**src/rtl/soc_perf_port_arbiter.sv**
```systemverilog
// soc_perf_port_arbiter: round-robin arbiter sharing the performance analyzer register port.
// Optional address range rejection compiled in with SOC_PERF_ARB_ADDR_CHECK_EN.
module soc_perf_port_arbiter #(
    parameter int NUM_REQ      = 4,
    parameter int ADDR_W       = 9,
    parameter int DATA_W       = 32,
    parameter int READ_LATENCY = 1,
    parameter int REG_COUNT    = 256
) (
    input  logic                      clk,
    input  logic                      reset,
    input  logic [NUM_REQ-1:0]        req_valid,
    input  logic [NUM_REQ-1:0]        req_write,
    input  logic [NUM_REQ*ADDR_W-1:0] req_addr,
    input  logic [NUM_REQ*DATA_W-1:0] req_wdata,
    output logic [NUM_REQ-1:0]        req_ready,
    output logic [NUM_REQ-1:0]        rsp_valid,
    output logic [DATA_W-1:0]         rsp_rdata,
    output logic                      rsp_err,
    output logic                      busy,
    output logic [ADDR_W-1:0]         read_address,
    output logic [DATA_W-1:0]         write_data,
    output logic                      write,
    output logic                      read,
    input  logic [DATA_W-1:0]         read_data
);
    localparam int IDX_W = (NUM_REQ > 1) ? $clog2(NUM_REQ) : 1;
    localparam int CW    = IDX_W + 1;
    localparam int LAT_W = (READ_LATENCY > 1) ? $clog2(READ_LATENCY) : 1;

    typedef enum logic [1:0] {IDLE, ISSUE, WAIT, RESP} state_t;
    state_t state, state_next;

    logic [IDX_W-1:0]  ptr, ptr_next, gnt_idx, gnt_reg, rsp_idx;
    logic [CW-1:0]     cand;
    logic              gnt_found;
    logic              grant;
    logic              cmd_write;
    logic              addr_err;
    logic [LAT_W-1:0]  wait_cnt;
    logic [ADDR_W-1:0] gnt_addr;

    // first valid requester at or after ptr, wrapping cyclically
    always_comb begin
        gnt_found = 1'b0;
        gnt_idx   = '0;
        cand      = '0;
        for (int k = 0; k < NUM_REQ; k++) begin
            cand = {1'b0, ptr} + CW'(k);
            if (cand >= CW'(NUM_REQ))
                cand = cand - CW'(NUM_REQ);
            if (!gnt_found && req_valid[cand[IDX_W-1:0]]) begin
                gnt_found = 1'b1;
                gnt_idx   = cand[IDX_W-1:0];
            end
        end
    end

    always_comb begin
        if (gnt_idx == IDX_W'(NUM_REQ - 1))
            ptr_next = '0;
        else
            ptr_next = gnt_idx + IDX_W'(1);
    end

    assign gnt_addr = req_addr[gnt_idx*ADDR_W +: ADDR_W];

`ifdef SOC_PERF_ARB_ADDR_CHECK_EN
    assign addr_err = (32'(gnt_addr) >= 32'(REG_COUNT));
`else
    assign addr_err = 1'b0;
`endif

    assign busy    = (state != IDLE);
    assign rsp_idx = grant ? gnt_idx : gnt_reg;

    always_comb begin
        state_next = state;
        req_ready  = '0;
        read       = 1'b0;
        write      = 1'b0;
        grant      = 1'b0;
        case (state)
            IDLE: begin
                if (gnt_found && !reset) begin
                    grant              = 1'b1;
                    req_ready[gnt_idx] = 1'b1;
                    state_next         = addr_err ? RESP : ISSUE;
                end
            end
            ISSUE: begin
                write      = cmd_write;
                read       = !cmd_write;
                state_next = cmd_write ? RESP : WAIT;
            end
            WAIT: begin
                if (wait_cnt == '0)
                    state_next = RESP;
            end
            RESP:    state_next = IDLE;
            default: state_next = IDLE;
        endcase
    end

    always_ff @(posedge clk or posedge reset) begin
        if (reset) begin
            state <= IDLE;
        end else begin
            state <= state_next;
        end
    end

    always_ff @(posedge clk or posedge reset) begin
        if (reset) begin
            ptr          <= '0;
            gnt_reg      <= '0;
            cmd_write    <= 1'b0;
            wait_cnt     <= '0;
            read_address <= '0;
            write_data   <= '0;
            rsp_valid    <= '0;
            rsp_rdata    <= '0;
            rsp_err      <= 1'b0;
        end else begin
            rsp_valid <= '0;
            if (grant) begin
                ptr       <= ptr_next;
                gnt_reg   <= gnt_idx;
                cmd_write <= req_write[gnt_idx];
                // rejected commands leave the analyzer port untouched
                if (!addr_err) begin
                    read_address <= gnt_addr;
                    write_data   <= req_wdata[gnt_idx*DATA_W +: DATA_W];
                end
            end
            if (state == ISSUE)
                wait_cnt <= LAT_W'(READ_LATENCY - 1);
            else if (state == WAIT && wait_cnt != '0)
                wait_cnt <= wait_cnt - LAT_W'(1);
            if (state == WAIT && wait_cnt == '0)
                rsp_rdata <= read_data;
            else if (state_next == RESP && state != WAIT && state != RESP)
                rsp_rdata <= '0;
            if (state_next == RESP && state != RESP) begin
                rsp_valid[rsp_idx] <= 1'b1;
                rsp_err            <= grant && addr_err;
            end
        end
    end
endmodule
```
**config.mk**
```make
export PLATFORM = sky130hd
export DESIGN_NAME = soc_perf_port_arbiter
export DESIGN_NICKNAME = d
export VERILOG_FILES = /design/src/rtl/soc_perf_port_arbiter.sv
export SDC_FILE = /design/constraint.sdc
export NUM_CORES = 1
export LEC_CHECK = 0
export CORE_MARGIN = 4
export CORE_UTILIZATION = 40
export CTS_CLUSTER_SIZE = 12
export DETAILED_ROUTE_END_ITERATION = 8
export PLACE_DENSITY = 0.85
export SETUP_SLACK_MARGIN = 0.4
export SYNTH_ARGS = -nofsm -noshare
export SYNTH_HDL_FRONTEND = slang
export SYNTH_SLANG_ARGS = --single-unit
```
**constraint.sdc**
```tcl
create_clock -name clk -period 12.1 [get_ports clk]
set_input_delay 2.42 -clock clk [delete_from_list [all_inputs] [get_ports clk]]
set_output_delay 2.42 -clock clk [all_outputs]
set_load 0.1 [all_outputs]
```
---- After elaboration in Yosys (flattened, before gate mapping) ----
Cells that the tools add are included.
word-level totals
  register bits after elaboration ......... 85
  input bits .............................. 206
  word-level logic and storage cells ...... 104
cells by class
  add/subtract/negate cells ............... 9
  multiply operators ...................... 1
  $lt $le $gt $ge ......................... 12
  equal/unequal tests ..................... 7
  shift operators ......................... 2
  muxes and demuxes ....................... 43
  bitwise operators ....................... 1
  reductions and logical operators ........ 20
operators with widths
  kind                                                               number
  indexed part select 128 x 8 -> 32 bit                              1
  2-to-1 mux 32 bit                                                  2
  indexed part select 36 x 7 -> 9 bit                                1
  2-to-1 mux 2 bit                                                   12
  less-than comparator 2 x 3 -> 1 bit, second input constant         6
  2-to-1 mux 1 bit                                                   18
  2-to-1 mux 4 bit                                                   3
  logical AND 1 bit                                                  11
  binary-select mux 1 bit (select 2 bit)                             5
  greater-or-equal comparator 3 bit, second input constant           3
  == test 2 bit, second input constant                               4
  one-hot mux 2 bit (4 select lines)                                 1
  subtractor 2 x 1 -> 2 bit, second input constant                   4
  adder 2 x 2 -> 3 bit, second input constant                        2
  multiplier 2 x 4 -> 6 bit, second input constant                   1
  nonzero test 2 bit                                                 3
  zero test 1 bit                                                    5
  demux 1 bit (select 2 bit)                                         2
  greater-or-equal comparator 2 x 1 -> 1 bit, second input constant  2
  != test 2 bit, second input constant                               2
  adder 2 x 1 -> 3 bit, second input constant                        1
  greater-or-equal comparator 2 x 3 -> 1 bit, second input constant  1
  adder 2 x 1 -> 2 bit, second input constant                        1
  == test 2 x 1 -> 1 bit, second input constant                      1
  3 further kinds                                                    3

---- Depth between registers and ports, before layout ----
  depth in word-level cells ............... 23
  gate-level depth with buffers ........... 9
  gate-level depth less buffers ........... 7

---- Worst setup path after synthesis ----
Ideal clock, no wire load.
  path type ............................... input-to-output
  start ................................... input port reset
  end ..................................... output port req_ready[0]
  arrival ................................. 5.860 ns
  required time ........................... 9.680 ns
  path slack .............................. 3.820 ns
  stages .................................. 5
  buffers on the path ..................... 2
  path through ............................ inv_1 -> o311a_1 -> buf_6 -> clkbuf_1 -> and2_1
between the ends
  cells in the longest elaborated chain, start to end .. 4
ends and longest elaborated chain
  what                       line  text
  start: declaration         11    input logic reset,
  zero test 1 bit (no line)  --
  logical AND 1 bit          85    if (gnt_found && !reset) begin
  2-to-1 mux 4 bit           85
  2-to-1 mux 4 bit           83    case (state)
  end: declaration           16    output logic [NUM_REQ-1:0] req_ready,
Every way passes these cells.

---- Worst setup path in the final report ----
  start ................................... input port req_valid[2]
  end ..................................... output port req_ready[2]
between the ends
  cells in the longest elaborated chain, start to end .. 18
ends and longest elaborated chain
  what                                                                                                                     line  text
  start: declaration                                                                                                       12    input logic [NUM_REQ-1:0] req_valid,
  binary-select mux 1 bit (select 2 bit)                                                                                   52    if (!gnt_found && req_valid[cand[IDX_W-1:0]]) begin
  2-to-1 mux 1 bit (implied by the code)                                                                                   52
  2-to-1 mux 1 bit                                                                                                         52
  zero test 1 bit                                                                                                          52
  logical AND 1 bit                                                                                                        52
  2-to-1 mux 1 bit                                                                                                         52
  zero test 1 bit                                                                                                          52
  logical AND 1 bit                                                                                                        52
  [... 2 more ...]                                                                                                         --
  logical AND 1 bit                                                                                                        52
  2-to-1 mux 2 bit                                                                                                         52
  less-than comparator 2 x 3 -> 1 bit (implied by the code) or greater-or-equal comparator 2 x 1 -> 1 bit (tied branches)  87    req_ready[gnt_idx] = 1'b1;
  logical AND 1 bit (implied by the code)                                                                                  87
  2-to-1 mux 1 bit (implied by the code)                                                                                   87
  demux 1 bit (select 2 bit)                                                                                               87
  2-to-1 mux 4 bit *                                                                                                       85
  2-to-1 mux 4 bit *                                                                                                       83
Every way passes the cells marked *; elsewhere a longest branch is shown, timed or not. The select of a mux whose other input is x is not followed.

==> impl_metrics.json <==
{
  "hpwl_mm": 13.7,
  "placementRows": 40,
  "grt_overflow_total": 0,
  "num-fill-cells": 965,
  "io_pins": 291,
  "min_delay_worst_endpoint": "rsp_rdata[27]",
  "wire_per_inst_um": 19.9,
  "startpoint": "req_valid[2]",
  "crit_chain": "clkdlybuf4s50_1 > nand2b_1 > nand4b_2 > nand2_2 > inv_2 > buf_4 > ha_1 > and2_1 > clkdlybuf4s50_1",
  "cts_sinks": 85,
  "dpl_worst_slack_ps": 2700,
  "clockBufferDepth": 2,
  "synth_nets": 726,
  "io_buffers": 289,
  "clkSlewWorstSetupHoldPaths_ps": 60,
  "viasPerCell": 5.58,
  "min_from": "rsp_rdata[27]",
  "power.leakage_nw": 3.38,
  "yosysWarnings": 0,
  "syn_avg_cell_area_sq_um": 9.55,
  "maxSlewViolCount": 0,
  "tightest_slew_ps": 1180,
  "die_h_um": 119,
  "grt_max_degree": 57,
  "reg2reg_to": "write_data[11]",
  "critPathSlowestCell": "nand2_2",
  "hold_viol_final": 0,
  "fmax_mhz": 105,
  "ff2ff_path_depth": 7,
  "routed_wl_mm": 18.3,
  "start_util_pct": 40.7,
  "drt_pass1_iterations": 7,
  "switching_share_pct": 59.3,
  "syn_area_sq_um": 4890,
  "setup_tns_ps": 0,
  "area_growth_pct": 64.6,
  "most-common-layout-cells": "clkdlybuf4s50_1 (289), dfrtp_1 (85), nand2_1 (72)",
  "grt_pass1_vias": 5349,
  "dieWidth_um": 119,
  "cts-root-buf": "clkbuf_16",
  "power.share.combinational_pct": 70.4,
  "core_sq_um": 12000,
  "seqPwrFrac_pct": 18.9,
  "hold_class": "flip-flop to flip-flop",
  "setup_ws_ps": 2620,
  "final_common_cell": "clkdlybuf4s50_1",
  "layout.nets": 983,
  "grt_usage_pct": 25.2,
  "synth_cell_type_count": 39,
  "holdWs_ps": 535,
  "numCtsBuffers": 9,
  "reg2reg_slack_ps": 8310,
  "post_cts_resize_count": 0,
  "outcome": "completed",
  "arrival_ps": 7060,
  "worstHoldPathCells": 2,
  "hold_buffers": 0,
  "intPower_mw": 1.08,
  "relSlewSlack_pct": 21.2,
  "postCtsSetupRepairBufs": 0,
  "first_iter_violations": 327,
  "pwr-share-clk_pct": 10.7,
  "crit_top_cell": "clkdlybuf4s50_1",
  "path_class": "input port to primary output",
  "post-route-drc-count": 0,
  "grt_pass1_wl_mm": 28.4,
  "critPathMaxFanout": 45,
  "n_antenna_cell": 0,
  "rsz0062_at_grt": "no",
  "min_period_ps": 9480,
  "worstPathRequired_ps": 9680,
  "htree_levels": 3,
  "insertion_delay_ps": 330,
  "ant_nets": 0,
  "cp_slowest_stage_delay_ps": 1160,
  "p_sw_mw": 1.57,
  "antenna_found_initial": 0,
  "worst_setup_path_end_kind": "primary output",
  "dieArea_sq_um": 14100,
  "vias": 5143,
  "drv_cap": 0,
  "postLayoutCellArea_sq_um": 8050,
  "p_per_area_nw_per_um2": 329,
  "vdd_ir_drop_max_mv": 0.152,
  "globalplace.congestion": 0.935,
  "cts_tree": "built",
  "ys_seq_elements": 85,
  "cp-start-kind": "input port",
  "finalSetupViolations": 0,
  "yosysSeqAreaShare_pct": 43.5,
  "drive_above_1_share_pct": 8.40,
  "fin_crit_sh_pct": 78.4,
  "synthCells": 512,
  "fin_skew_ps": 2.83,
  "place_area_sq_um": 7740,
  "reg_top3": "rsp_rdata: 32 flops, write_data: 32 flops, read_address: 9 flops",
  "r2r-start": "ptr[0]"
}
-- layout make-up --
| type | instances | area (sq um) | area share (%) |
|---|---|---|---|
| Timing Repair Buffer | 294 | 2930 | 36.4 |
| Clock buffer | 10 | 239 | 2.97 |
| Tap cell | 147 | 184 | 2.29 |
| Clock inverter | 6 | 70.1 | 0.871 |
| Sequential cell | 85 | 2130 | 26.4 |
| Inverter | 8 | 32.5 | 0.404 |
| Multi-Input combinational cell | 371 | 2470 | 30.6 |
-- worst max-delay path, delay by kind of cell --
kind                       cells  cell delay (ps)
buffers and inverters          4             1910
and+or+nand+nor                4             2330
adders and majority gates      1              310
-- power by group through the flow --
stage               Combinational, mW  Sequential, mW  Clock, mW
global placement                 1.83           0.497          0
detailed placement               1.86           0.501          0
floorplan                       0.579            1.34          0
CTS                              1.86           0.499      0.290
finish                           1.86           0.500      0.284
global route                     1.94           0.514      0.304
-- per-stage QoR --
step / util, % / total power [mW] / std cells
3_3_place_gp: 64.4 / 2.33 / 905
6_report: 67.0 / 2.64 / 921
3_5_place_dp: 64.4 / 2.36 / 905
2_1_floorplan: - / 1.92 / 512
5_1_grt: 67.0 / 2.76 / 921
4_1_cts: 67.0 / 2.65 / 921
-- synth_stat cells --
cell / number / area share [%]
o311ai_4: 1 / 0.54
and2b_1: 1 / 0.15
nor2b_1: 2 / 0.26
a221oi_1: 1 / 0.18
a21bo_2: 1 / 0.20
mux2i_1: 42 / 8.6
and3_1: 43 / 5.5
buf_6: 4 / 0.92
conb_1: 1 / 0.077
a21oi_2: 30 / 5.4
nand4b_2: 1 / 0.31
nand3b_1: 1 / 0.15
ha_1: 8 / 2.0
a311oi_2: 1 / 0.31
or2_4: 1 / 0.18
nand2_2: 1 / 0.13
nor3_1: 1 / 0.10
clkbuf_1: 23 / 1.8
nand2b_1: 5 / 0.64
inv_2: 1 / 0.077
or3_1: 1 / 0.13
o21ai_1: 15 / 1.5
a21oi_1: 8 / 0.82
nand2_1: 72 / 5.5
o311a_1: 1 / 0.20
nand4_2: 1 / 0.26
buf_4: 14 / 2.1
o32a_1: 2 / 0.41
nand3_1: 4 / 0.41
nor3b_1: 1 / 0.15
buf_2: 7 / 0.72
o21ai_2: 2 / 0.36
o22ai_1: 42 / 5.4
a211oi_1: 42 / 6.4
and2_1: 5 / 0.64
dfrtp_1: 85 / 44
o21ai_0: 28 / 2.9
inv_1: 7 / 0.54
nor2_1: 6 / 0.46
-- how the worst max path moves through the flow --
stage,to,slack [ps],cells past startpoint
4_1_cts,req_ready[2],2700,9
3_3_place_gp,req_ready[0],2850,9
2_1_floorplan,req_ready[0],3820,5
3_5_place_dp,req_ready[2],2700,9
6_report,req_ready[2],2620,9
5_1_grt,req_ready[2],2430,9
-- cell families (layout without fill, tap and decap cells) --
group,count (synthesis),count (layout),synth area share (%)
buffers and inverters,56,318,6.17
other,1,1,0.0767
adder cells (fa/ha/maj),8,8,2.05
multiplexers,42,42,8.60
AND/OR/NAND/NOR,146,146,15.0
AO/OA/AOI/OAI,174,174,24.6
flip-flops,85,85,43.5
-- routing by layer --
layer	wire (um)	vias up	track usage, %	part of all wire [%]
met5	0	-	0	0
met4	698	0	11.3	3.8
met3	1550	50	7.08	8.4
met2	9150	279	44.1	50
met1	6930	2433	28.4	38
li1	-	2381	-	-
Note: power is estimated with default switching activity, not from simulation.
